[config.mk]
export PLATFORM = sky130hd
export DESIGN_NAME = craft_inv_key_register
export DESIGN_NICKNAME = d
export VERILOG_FILES = /design/src/rtl/craft_pkg.sv /design/src/rtl/craft_tweakey_sel.sv /design/src/rtl/craft_inv_key_register.sv
export SDC_FILE = /design/constraint.sdc
export NUM_CORES = 1
export LEC_CHECK = 0
export CAP_MARGIN = 20
export CORE_AREA = 4 4 108 212
export CTS_CLUSTER_DIAMETER = 120
export DETAILED_ROUTE_END_ITERATION = 8
export DIE_AREA = 0 0 112 216
export PLACE_DENSITY = 0.84
export SKIP_LAST_GASP = 1
export SLEW_MARGIN = 20
export SYNTH_ARGS = -nofsm -noshare
export SYNTH_HDL_FRONTEND = slang
export SYNTH_SLANG_ARGS = --single-unit
[constraint.sdc]
create_clock -name clk -period 5.5 [get_ports clk]
set_clock_uncertainty 0.1 [all_clocks]
set_input_delay 1.1 -clock clk [delete_from_list [all_inputs] [get_ports clk]]
set_output_delay 1.1 -clock clk [all_outputs]
set_load 0.01 [all_outputs]
[src/rtl/craft_pkg.sv]
// rtl/craft_pkg.sv - CRAFT constants, Q permutation, FSM states and round-constant LFSR helpers
package craft_pkg;

    localparam int CRAFT_ROUNDS  = 32;
    localparam int CRAFT_NIBBLES = 16;

    // Nibble i of Q(T) (i = 0 is the MSB nibble) is copied from nibble CRAFT_Q[i] of T.
    localparam logic [63:0] CRAFT_Q = 64'hCAF5_E892_B374_601D;

    typedef enum logic [1:0] {
        ST_IDLE,
        ST_RUN,
        ST_DONE
    } craft_state_t;

    function automatic int q_src(input int i);
        return int'(CRAFT_Q[63-4*i -: 4]);
    endfunction

    function automatic logic [3:0] lfsr_a_fwd(input logic [3:0] a);
        return {a[0] ^ a[1], a[3], a[2], a[1]};
    endfunction

    function automatic logic [2:0] lfsr_b_fwd(input logic [2:0] b);
        return {b[0] ^ b[1], b[2], b[1]};
    endfunction

    function automatic logic [3:0] lfsr_a_inv(input logic [3:0] a);
        return {a[2], a[1], a[0], a[3] ^ a[0]};
    endfunction

    function automatic logic [2:0] lfsr_b_inv(input logic [2:0] b);
        return {b[1], b[0], b[2] ^ b[0]};
    endfunction

    // Forward LFSR state after a number of steps from the round-0 seed.
    function automatic logic [3:0] lfsr_a_after(input int steps);
        logic [3:0] a;
        a = 4'b0001;
        for (int i = 0; i < steps; i++) a = lfsr_a_fwd(a);
        return a;
    endfunction

    function automatic logic [2:0] lfsr_b_after(input int steps);
        logic [2:0] b;
        b = 3'b001;
        for (int i = 0; i < steps; i++) b = lfsr_b_fwd(b);
        return b;
    endfunction

    // Constants of the last encryption round: the decryption walk starts here.
    localparam logic [3:0] CRAFT_RC_A_LAST = lfsr_a_after(CRAFT_ROUNDS - 1);
    localparam logic [2:0] CRAFT_RC_B_LAST = lfsr_b_after(CRAFT_ROUNDS - 1);

endpackage

[src/rtl/craft_tweakey_sel.sv]
// rtl/craft_tweakey_sel.sv - combinational selection of one round-tweakey nibble
// Ports:
//   k0, k1   : latched key halves K0, K1
//   t        : latched tweak T
//   tk_idx   : which tweakey (TK0..TK3)
//   nib_idx  : nibble index, 0 = bits [63:60]
//   tk_nib   : selected nibble
module craft_tweakey_sel
    import craft_pkg::*;
(
    input  logic [63:0] k0,
    input  logic [63:0] k1,
    input  logic [63:0] t,
    input  logic [1:0]  tk_idx,
    input  logic [3:0]  nib_idx,
    output logic [3:0]  tk_nib
);

    logic [63:0] qt;
    logic [63:0] tk;

    always_comb begin
        qt = '0;
        for (int i = 0; i < 16; i++) begin
            qt[63-4*i -: 4] = t[63-4*q_src(i) -: 4];
        end
    end

    always_comb begin
        tk = '0;
        case (tk_idx)
            2'd0:    tk = k0 ^ t;
            2'd1:    tk = k1 ^ t;
            2'd2:    tk = k0 ^ qt;
            default: tk = k1 ^ qt;
        endcase
    end

    // ~nib_idx * 4 is the LSB position of nibble nib_idx counted from the MSB.
    assign tk_nib = tk[{~nib_idx, 2'b00} +: 4];

endmodule

[src/rtl/craft_inv_key_register.sv]
// rtl/craft_inv_key_register.sv - nibble-serial CRAFT tweakey/round-constant generator, reverse round order
// Ports:
//   clk, reset_n : clock, asynchronous active-low reset
//   start        : one-cycle pulse, latches key/tweak and (re)starts at round 31
//   en           : advance enable, stream stalls while low
//   key, tweak   : K0 = key[127:64], K1 = key[63:0], T = tweak (sampled on start only)
//   out          : current tweakey nibble
//   rc           : round constant {a, 0, b} of the current round
//   r            : current round index, counting down
//   ck0          : out carries nibble 0 of a round
//   valid        : out/rc/r meaningful
//   done         : one-cycle pulse after the last nibble of round 0
module craft_inv_key_register
    import craft_pkg::*;
#(
    parameter int ROUNDS  = CRAFT_ROUNDS,
    parameter int NIBBLES = CRAFT_NIBBLES
) (
    input  logic                      clk,
    input  logic                      reset_n,
    input  logic                      start,
    input  logic                      en,
    input  logic [127:0]              key,
    input  logic [63:0]               tweak,
    output logic [3:0]                out,
    output logic [7:0]                rc,
    output logic [$clog2(ROUNDS)-1:0] r,
    output logic                      ck0,
    output logic                      valid,
    output logic                      done
);

    localparam int RW = $clog2(ROUNDS);
    localparam int NW = $clog2(NIBBLES);
    localparam logic [RW-1:0] R_LAST   = RW'(ROUNDS - 1);
    localparam logic [NW-1:0] NIB_LAST = NW'(NIBBLES - 1);

    craft_state_t  state_q, state_d;
    logic [RW-1:0] r_q;
    logic [NW-1:0] nib_q;
    logic [3:0]    a_q;
    logic [2:0]    b_q;
    logic [63:0]   k0_q, k1_q, t_q;
    logic [3:0]    tk_nib;
    logic          last_nib;

    assign last_nib = (nib_q == NIB_LAST);

    always_ff @(posedge clk or negedge reset_n) begin
        if (!reset_n) state_q <= ST_IDLE;
        else          state_q <= state_d;
    end

    always_comb begin
        state_d = state_q;
        case (state_q)
            ST_IDLE: if (start) state_d = ST_RUN;
            ST_RUN: begin
                if (start)                                    state_d = ST_RUN;
                else if (en && last_nib && (r_q == '0))       state_d = ST_DONE;
            end
            ST_DONE: state_d = start ? ST_RUN : ST_IDLE;
            default: state_d = ST_IDLE;
        endcase
    end

    // start wins over en in every state, so a restart mid-run reloads everything.
    always_ff @(posedge clk or negedge reset_n) begin
        if (!reset_n) begin
            r_q   <= '0;
            nib_q <= '0;
            a_q   <= '0;
            b_q   <= '0;
            k0_q  <= '0;
            k1_q  <= '0;
            t_q   <= '0;
        end else if (start) begin
            k0_q  <= key[127:64];
            k1_q  <= key[63:0];
            t_q   <= tweak;
            r_q   <= R_LAST;
            nib_q <= '0;
            a_q   <= CRAFT_RC_A_LAST;
            b_q   <= CRAFT_RC_B_LAST;
        end else if ((state_q == ST_RUN) && en) begin
            if (last_nib) begin
                nib_q <= '0;
                r_q   <= r_q - 1'b1;
                a_q   <= lfsr_a_inv(a_q);
                b_q   <= lfsr_b_inv(b_q);
            end else begin
                nib_q <= nib_q + 1'b1;
            end
        end
    end

    craft_tweakey_sel u_sel (
        .k0      (k0_q),
        .k1      (k1_q),
        .t       (t_q),
        .tk_idx  (r_q[1:0]),
        .nib_idx (nib_q),
        .tk_nib  (tk_nib)
    );

    assign valid = (state_q == ST_RUN);
    assign done  = (state_q == ST_DONE);
    assign ck0   = valid && (nib_q == '0);
    assign out   = valid ? tk_nib : 4'h0;
    assign rc    = valid ? {a_q, 1'b0, b_q} : 8'h00;
    assign r     = valid ? r_q : '0;

endmodule
==> results of run 1 <==
layout by cell type (no fill, tap or decap), drive strengths merged, types with 20 or more instances in the layout:
cell,n
o21ai,40
mux2,187
a21oi,37
clkbuf,30
xnor2,118
xor2,44
dfrtp,210
nand2,57
a221oi,20
clkdlybuf4s50,212
mux2i,89
layer usage:
metal	part of all wire	up-vias	wire length [um]
met1	0.36	4520	12000
met3	0.058	111	1930
met4	0.063	0	2090
met5	0	-	0
li1	-	4126	-
met2	0.52	376	17100
registers in the layout, indices dropped and copies added (netlist names):
signal	cells
k0_q	64
k1_q	64
t_q	64
r_q	5
a_q	4
nib_q	4
b_q	3
state_q	2
synthesized netlist by cell type, types with 6 or more instances:
master,number,area share
o21ai_0,33,0.014
clkbuf_1,20,0.0062
mux2_2,187,0.17
dfrtp_1,210,0.43
ha_1,7,0.0072
xor2_1,44,0.032
a21oi_1,37,0.015
mux2i_1,89,0.073
nor3_1,6,0.0025
nand3_1,13,0.0053
buf_6,15,0.014
nand2_1,57,0.018
buf_4,7,0.0043
and2_1,12,0.0062
a221oi_1,14,0.010
a22oi_1,11,0.0068
a221oi_2,6,0.0074
inv_1,16,0.0049
o211ai_1,17,0.010
xnor2_1,118,0.085
o21ai_1,7,0.0029
o221ai_1,8,0.0058
nor2_1,16,0.0049
buf_2,26,0.011
kinds of logic after synthesis:
kind of cell | count (synthesis)
buffers and inverters | 87
and+or+nand+nor | 136
DFF | 210
adders and majority gates | 7
other | 1
xor gates and xnor gates | 162
AOI/OAI and AO/OA | 173
muxes | 276
cell type report:
type | count | area share
inverter | 18 | 0.00446
antenna | 1 | 0.000165
timing repair buffer | 229 | 0.153
sequential | 210 | 0.347
clock buffer | 28 | 0.0391
multi-input combinational | 755 | 0.424
clock inverter | 7 | 0.0106
tap | 269 | 0.0222
final timing paths:
path	endpoint	slack [ps]	cells past startpoint
max in group asynchronous	b_q[0]$_DFFE_PN0P_	3650	2
hold reg to reg	state_q[0]$_DFFE_PN0P_	380	1
hold / removal	state_q[0]$_DFFE_PN0P_	380	1
min in group asynchronous	k1_q[21]$_DFFE_PN0P_	580	1
setup / recovery	out[2]	190	11
setup reg to reg	r_q[4]$_DFFE_PN0P_	2440	8
critical path, cell delays in order (launching register included):
cell and delay, ps:
dfrtp_1 440, inv_1 120, ha_2 370, buf_4 290
nor2_2 140, buf_4 360, or3_1 170, a31oi_1 80
o21ai_0 250, a32oi_1 120, nor4_1 590, clkdlybuf4s50_1 670
per-stage QoR:
stage / utilization / std cells / setup slack, ps / hold WS (ps) / area, um2
3_5_place_dp: 0.682 / 1481 / 799 / 341 / 14400
3_3_place_gp: 0.682 / 1481 / 941 / 332 / 14400
6_report: 0.718 / 1517 / 195 / 380 / 15200
2_1_floorplan: - / 1052 / 2160 / 324 / 12200
5_1_grt: 0.718 / 1517 / 74.3 / 420 / 15200
4_1_cts: 0.717 / 1516 / 239 / 373 / 15100
power by group through the flow:
stage          sequential [mW]  clock, mW  combinational [mW]
2_1_floorplan             1.83          0               0.499
3_3_place_gp              1.90          0               0.758
3_5_place_dp              1.90          0               0.775
4_1_cts                   1.88       1.60               0.785
5_1_grt                   1.90       1.66               0.844
6_report                  1.88       1.57               0.783
==> flow_summary_export.csv, run 1 <==
group,metric,value,unit
synthesis,synth-xor-area-share,0.117,
cts,post_cts_buffers,0,
worst_setup_path,critPathCaptureType,"primary output",
cts,post_cts_resized,0,
finish,seq_area,0.00526,mm2
min_path,hold_start,"state_q[1]$_DFFE_PN0P_",
worst_setup_path,crit_start,"r_q[0]$_DFFE_PN0P_",
sta,rsz0062_at_grt,"false",
worst_setup_path,regToRegStartpoint,"nib_q[0]$_DFFE_PN0P_",
die,coreArea,0.0211,mm2
die,die_h,216,um
cts,insertion_delay,510,ps
die,io_pins,216,
synthesis,synthAdderAreaFrac,0.00720,
pwr,ir_worst_vdd,278,uV
pwr,pwr-share-clk,0.371,
pwr,pwr-share-comb,0.185,
synthesis,ys_types,55,
pwr,p_sw,1.10,mW
sta,fmax,188,MHz
grt,busiest_layer,"met2",
grt,grt-ovfl-total,0,
worst_setup_path,crit_fanout,28,
grt,grt_pass1_wl,51500,um
placement,hpwl,24000,um
sta,timing_worst_slew_pin_value,973,ps
finish,multiInputGateArea,0.00643,mm2
detailed_routing,vias,9133,
placement,port_buffers,214,
worst_setup_path,worstSetupPathType,"reg2out",
flow_run,maxCapViolCount,0,
sta,timing.final.crit_period,5310,ps
die,rows,75,
sta,setup_viol,0,
finish,fill_cells,1514,
cts,h-tree-depth,1,
pwr,leakage,5.73,nW
synthesis,synthArstFlopShare,1.00,
synthesis,synth_simple_gate_area_frac,0.0553,
pwr,seqPwrFrac,0.444,
synthesis,ys_seq_area_frac,0.432,
detailed_routing,ant_nets,0,
detailed_routing,drc,0,
synthesis,synth_warnings,0,
cts,clk_path_buf_depth,3,
grt,grt_pass1_vias,9579,
synthesis,synth_top_family_by_area,"multiplexers",
cts,root_buffer,"clkbuf_16",
synthesis,synth_compound_area_frac,0.102,
sta,setup_tns,0,ps
grt,grt_util_met2,0.476,
pwr,p_total,4.24,mW
cts,cts_sinks,210,
synthesis,synth_mux_area_frac,0.246,
detailed_routing,via_per_inst,6.02,
cts,path_clk_slew,70,ps
outcome,status,"finished, final reports clean",
sta,relSlewSlack,0.351,
pwr,sw_frac_of_total,0.259,
synthesis,syn_inst,1052,
sta,drv_slew,0,
grt,use_met1,0.309,
cts,cts-buffers-inserted,20,
synthesis,synth_edf_count,0,
detailed_routing,drt_iter0_markers,648,
sta,fin_crit_sh,0.965,
synthesis,synth.avg_cell_area,11.6,um2
worst_setup_path,arrival,4110,ps
die,dieArea,0.0242,mm2
detailed_routing,dr.pass1.iters,5,
finish,drive_above_1_share,0.205,
worst_setup_path,worstSetupStartpointType,"flop",
min_path,min_path_type,"reg2reg",
grt,grt_antenna_before_repair,1,
die,die_x,112,um
synthesis,yosys_register_bits,210,
grt,grt_max_degree,120,
detailed_routing,totalWireLength,33100,um
sta,timing.final.hold_violations,0,
grt,grt_use_total,0.268,
cts,holdBufCountCts,0,
worst_setup_path,critPathRequiredTime,4300,ps
grt,grtUsageMet3,0.0322,
placement,gp_congestion,0.938,
finish,finalNetCount,1437,
pwr,p_int,3.14,mW
detailed_routing,wire_per_inst,21.8,um
finish,area_growth_syn_to_layout,24.5,%
pwr,power.density,280,mW/mm2
cts,cts_tree,"built",
synthesis,syn_nets,1255,
synthesis,synth_flop_cell,"dfrtp_1",
die,initial_core_util,0.576,
synthesis,synthesis.area,0.0122,mm2
Power figures use the tool's default switching activity.
==> run 2, diff against run 1 <==
--- a/config.mk
+++ b/config.mk
@@ -6,10 +6,10 @@
 export NUM_CORES = 1
 export LEC_CHECK = 0
 export CAP_MARGIN = 20
-export CORE_AREA = 4 4 108 212
+export CORE_AREA = 4 4 150 152
 export CTS_CLUSTER_DIAMETER = 120
 export DETAILED_ROUTE_END_ITERATION = 8
-export DIE_AREA = 0 0 112 216
+export DIE_AREA = 0 0 154 156
 export PLACE_DENSITY = 0.84
 export SKIP_LAST_GASP = 1
 export SLEW_MARGIN = 20
==> run 2 against run 1 <==
Against the previous run:
- wire length decreased by 2.6%
- flip-flop and latch count did not move
- register-to-register slack better by 420 ps
- setup slack worse by 130 ps
- power down 1.0%
- largest power group unchanged
==> flow_summary_export.csv, run 2 (synthesis results as in run 1) <==
group,metric,value,unit
grt,use_met1,0.340,
finish,area_growth_syn_to_layout,24.5,%
worst_setup_path,path_common_cell,"mux2i_1",
finish,final_cell_area,0.0152,mm2
sta,drv_slew,0,
die,coreArea,0.0210,mm2
min_path,min_path_type,"reg2reg",
grt,grt_use_total,0.263,
cts,cts_sinks,210,
die,dieArea,0.0240,mm2
detailed_routing,drt_iter0_markers,721,
pwr,leakage,5.74,nW
worst_setup_path,critPathRequiredTime,4300,ps
worst_setup_path,r2r_cells,8,
cts,cts-buffers-inserted,23,
cts,root_buffer,"clkbuf_16",
grt,grt_pass1_wl,50600,um
cts,path_clk_slew,60,ps
grt,grt_util_met2,0.449,
die,rows,53,
sta,final.setup.worst_slack,67.7,ps
placement,port_buffers,214,
worst_setup_path,regToRegStartpoint,"nib_q[0]$_DFFE_PN0P_",
detailed_routing,drc,0,
worst_setup_path,r2r-end,"r_q[4]$_DFFE_PN0P_",
finish,drive_above_1_share,0.210,
worst_setup_path,cp_cell_sequence,"inv_1 > ha_1 > buf_4 > mux2i_1 > xnor2_1 > mux2i_1 > o211ai_1 > a32oi_1 > nor4_1 > clkdlybuf4s50_1",
grt,busiest_layer,"met2",
finish,diodes,0,
worst_setup_path,cp_slowest_stage_delay,660,ps
die,die_h,156,um
sta,fmax,184,MHz
grt,grt_max_degree,122,
die,die_x,154,um
grt,grt_pass1_vias,9360,
detailed_routing,ant_nets,0,
finish,layout_commonest_cell,"clkdlybuf4s50_1",
worst_setup_path,cp_slowest_cell,"clkdlybuf4s50_1",
detailed_routing,wire_per_inst,21.1,um
finish,seq_area,0.00526,mm2
sta,fin_crit_sh,0.988,
cts,cts_tree,"built",
grt,grt_antenna_before_repair,0,
min_path,hold_start,"state_q[1]$_DFFE_PN0P_",
die,io_pins,216,
detailed_routing,totalWireLength,32300,um
pwr,ir_worst_vdd,199,uV
outcome,status,"finished, final reports clean",
worst_setup_path,worstSetupStartpointType,"flop",
finish,fill_cells,1469,
die,initial_core_util,0.579,
sta,setup_viol,0,
worst_setup_path,crit_start,"r_q[0]$_DFFE_PN0P_",
finish,utilization,0.721,
sta,timing_worst_slew_pin_value,969,ps
sta,rsz0062_at_grt,"true",
grt,grt-ovfl-total,0,
placement,gp_congestion,0.922,
finish,layout_common_cells,"clkdlybuf4s50_1 (212), dfrtp_1 (210), mux2_2 (187)",
grt,grtUsageMet3,0.0458,
worst_setup_path,reg2reg_slack,2860,ps
placement,hpwl,23400,um
worst_setup_path,worstSetupPathType,"reg2out",
cts,h-tree-depth,1,
finish,instances_no_fill,1530,
pwr,power.density,277,mW/mm2
detailed_routing,vias,9106,
cts,insertion_delay,520,ps
cts,post_cts_resized,0,
worst_setup_path,critPathCaptureType,"primary output",
detailed_routing,dr.pass1.iters,5,
sta,relSlewSlack,0.354,
placement,dp.cells,1489,
finish,top_regs,"k0_q (64), k1_q (64), t_q (64)",
cts,holdBufCountCts,0,
worst_setup_path,crit_end,"out[2]",
sta,timing.final.crit_period,5430,ps
cts,post_cts_buffers,0,
worst_setup_path,crit_fanout,11,
detailed_routing,via_per_inst,5.95,
sta,timing.final.hold_violations,0,
flow_run,maxCapViolCount,0,
cts,clk_path_buf_depth,3,
pwr,p_total,4.20,mW
finish,finalNetCount,1442,
placement,pre_cts_ws,750,ps
sta,setup_tns,0,ps
finish,multiInputGateArea,0.00642,mm2
placement,dpl_cell_area,0.0144,mm2
sta,holdWs,347,ps
worst_setup_path,arrival,4230,ps
-- run 2: worst min-delay path by stage --
| stage | end | slack (ps) | cells past startpoint |
|---|---|---|---|
| after global routing | state_q[0]$_DFFE_PN0P_ | 360 | 1 |
| after global placement | state_q[0]$_DFFE_PN0P_ | 330 | 1 |
| after floorplan | state_q[0]$_DFFE_PN0P_ | 320 | 1 |
| after detailed placement | state_q[0]$_DFFE_PN0P_ | 340 | 1 |
| after CTS | state_q[0]$_DFFE_PN0P_ | 350 | 1 |
| final | state_q[0]$_DFFE_PN0P_ | 350 | 1 |
-- run 2: where the power goes --
group          total (mW)  internal [mW]  leakage [nW]  switching [mW]
clock network        1.54          0.917         0.372           0.624
registers            1.88           1.69          2.45           0.193
logic               0.776          0.468          2.92           0.308
-- run 2: final cells by class --
class / instances / area share
clock inverters: 11 / 0.00776
clock buffers: 30 / 0.0424
flip-flops and latches: 210 / 0.347
well taps: 275 / 0.0227
inverters: 18 / 0.00446
multi-input cells: 755 / 0.424
repair buffers: 231 / 0.152
-- run 2: worst max-delay path: cells and delay by family (launching register included) --
family | cells | cell delay [ps]
compound gates | 2 | 380
buf+inv | 3 | 1220
flops | 1 | 450
xor+xnor | 1 | 130
fa+ha+maj | 1 | 600
mux | 2 | 340
simple gates | 1 | 590
-- run 2: metal layers --
| metal | vias up | wire length (um) |
|---|---|---|
| met5 | - | 0 |
| met4 | 0 | 1210 |
| met3 | 76 | 2120 |
| met2 | 398 | 16000 |
| met1 | 4485 | 13000 |
| li1 | 4147 | - |
==> RTL change: new RTL, config.mk and constraints of run 2 <==
The package constant `CRAFT_ROUNDS` goes from 32 to 64.
--- a/src/rtl/craft_pkg.sv
+++ b/src/rtl/craft_pkg.sv
@@ -3,3 +3,3 @@
 
-    localparam int CRAFT_ROUNDS  = 32;
+    localparam int CRAFT_ROUNDS  = 64;
     localparam int CRAFT_NIBBLES = 16;
Interface: changed (resized r); port bits go from 216 to 217. The function was not compared with the original's and may differ.
==> RTL change against run 2 <==
- global-route usage increased by 0.25 points
- cell area decreased by 0.91%
- worst setup slack improved by 0.16 ns
- critical path depth decreased by 1
- largest power group unchanged
- routed wire length increased by 1.3%
- final cell count increased by 0.72%
- total power decreased by 2.3%
- sequential cell count increased by 1
- synthesized area decreased by 1.5%
- sequential share of layout area increased by 0.48 points
==> RTL change: results (changes against run 2) <==
Synth
  – Sequential fraction of the synthesis area: 44.04% (+0.86 points)
  – Synth top cells by count: dfrtp_1 (211), mux2_2 (183), xnor2_1 (93), mux2i_1 (86), xor2_1 (73)
  – Synth area leaders: dfrtp_1 (44%), mux2_2 (17%), mux2i_1 (7.2%), xnor2_1 (6.8%), xor2_1 (5.3%)
  – Distinct cells, synth: 53 (-3.6%)
  – Syn nets: 1,266 (+0.88%)
  – Async set-or-reset flop fraction in the synthesized netlist: 100.0% (unchanged)
  – Synthesized area per cell: 11.29 um2 (-2.4%)

Timing
  – Worst-Margin Slew: 1.030 ns (+0.06126 ns)
  – Post-layout minimum cycle time: 5.270 ns (-0.1626 ns)

Placement
  – Post-Place Cell Area: 14,310 um2 (-0.59%)
  – Pre-CTS setup slack: 0.8628 ns (+0.1132 ns)
  – Post-detail-place hpwl: 23,650 um (+0.86%)
  – GPL Wtd Cong: 0.8733 (-5.3%)
  – Number of I/O port buffers: 215 (+0.47%)

Finish
  – # fillers: 1,502 (+2.2%)
  – Fin cells: 1,541 (+0.72%)
  – Layout cells sized above 1: 19.45% (-1.5 points)

Route
  – TritonRoute pass-1 iters: 6 (+1)
  – Vias per inst: 5.869 (-1.4%)
  – Iter 0 DRT Violations: 720 (-0.14%)
  – Average wire per standard cell: 21.23 um (+0.62%)

Global routing
  – First-pass GRT wire length: 51,070 um (+0.90%)
  – Largest net degree at the start of global routing: 140 (+15%)
  – GRT Util Overall: 26.58% (+0.25 points)

Worst setup path
  – CP top delay family: simple AND/OR/NAND/NOR gates
  – Max stage delay cell, worst path: or2_1
  – Worst path max stage delay: 0.81 ns (+0.15 ns)

Clocking
  – Clk buf depth: 3 (unchanged)

Power
  – Peak VDD IR: 0.0002050 V (+3.1%)
  – Leakage: 5.784 nW (+0.76%)
  – Sw Share: 27.25% (+0.45 points)

Run status
  – Outcome: finished, final reports clean
RTL change: area by class of cell:
type	count	area [um2]	share of cell area, %
diodes	1	2.502	0.01667
clock buffers	31	655.6	4.366
clock inverters	8	48.80	0.3250
inverters	19	71.32	0.4750
multi-input cells	761	6291	41.90
flip-flops and latches	211	5280	35.16
well taps	275	344.1	2.291
repair buffers	235	2322	15.47
RTL change: path summary, 6_finish.rpt:
path                                  from          to  depth (start not counted)
min in group asynchronous          reset_n    k1_q[63]                          1
worst min-delay path            state_q[1]  state_q[0]                          1
worst min register to register  state_q[1]  state_q[0]                          1
worst max register to register    nib_q[0]    nib_q[3]                          6
worst max-delay path                r_q[1]      out[3]                          9
max in group asynchronous          reset_n    k0_q[10]                          2
RTL change: layer usage:
layer	vias up	track usage, %	part of all wire [%]
met5	-	0	0
met4	0	9.294	3.8
met3	76	4.189	6.8
met2	360	45.20	49
met1	4457	34.83	40
li1	4151	-	-
RTL change: kinds of logic after synthesis:
| kind of cell | share of synthesized area (%) |
|---|---|
| other cells | 0.03128 |
| buf+inv | 3.538 |
| fa+ha+maj | 0.8348 |
| flops | 44.04 |
| compound gates | 9.120 |
| simple gates | 5.948 |
| xor+xnor | 12.13 |
| mux | 24.37 |
RTL change: power by group through the flow:
stage / sequential, mW / clock, mW / combinational [mW]
2_1_floorplan: 1.84 / 0 / 0.484
3_3_place_gp: 1.90 / 0 / 0.743
3_5_place_dp: 1.91 / 0 / 0.761
4_1_cts: 1.88 / 1.47 / 0.769
5_1_grt: 1.90 / 1.53 / 0.836
6_report: 1.89 / 1.45 / 0.766
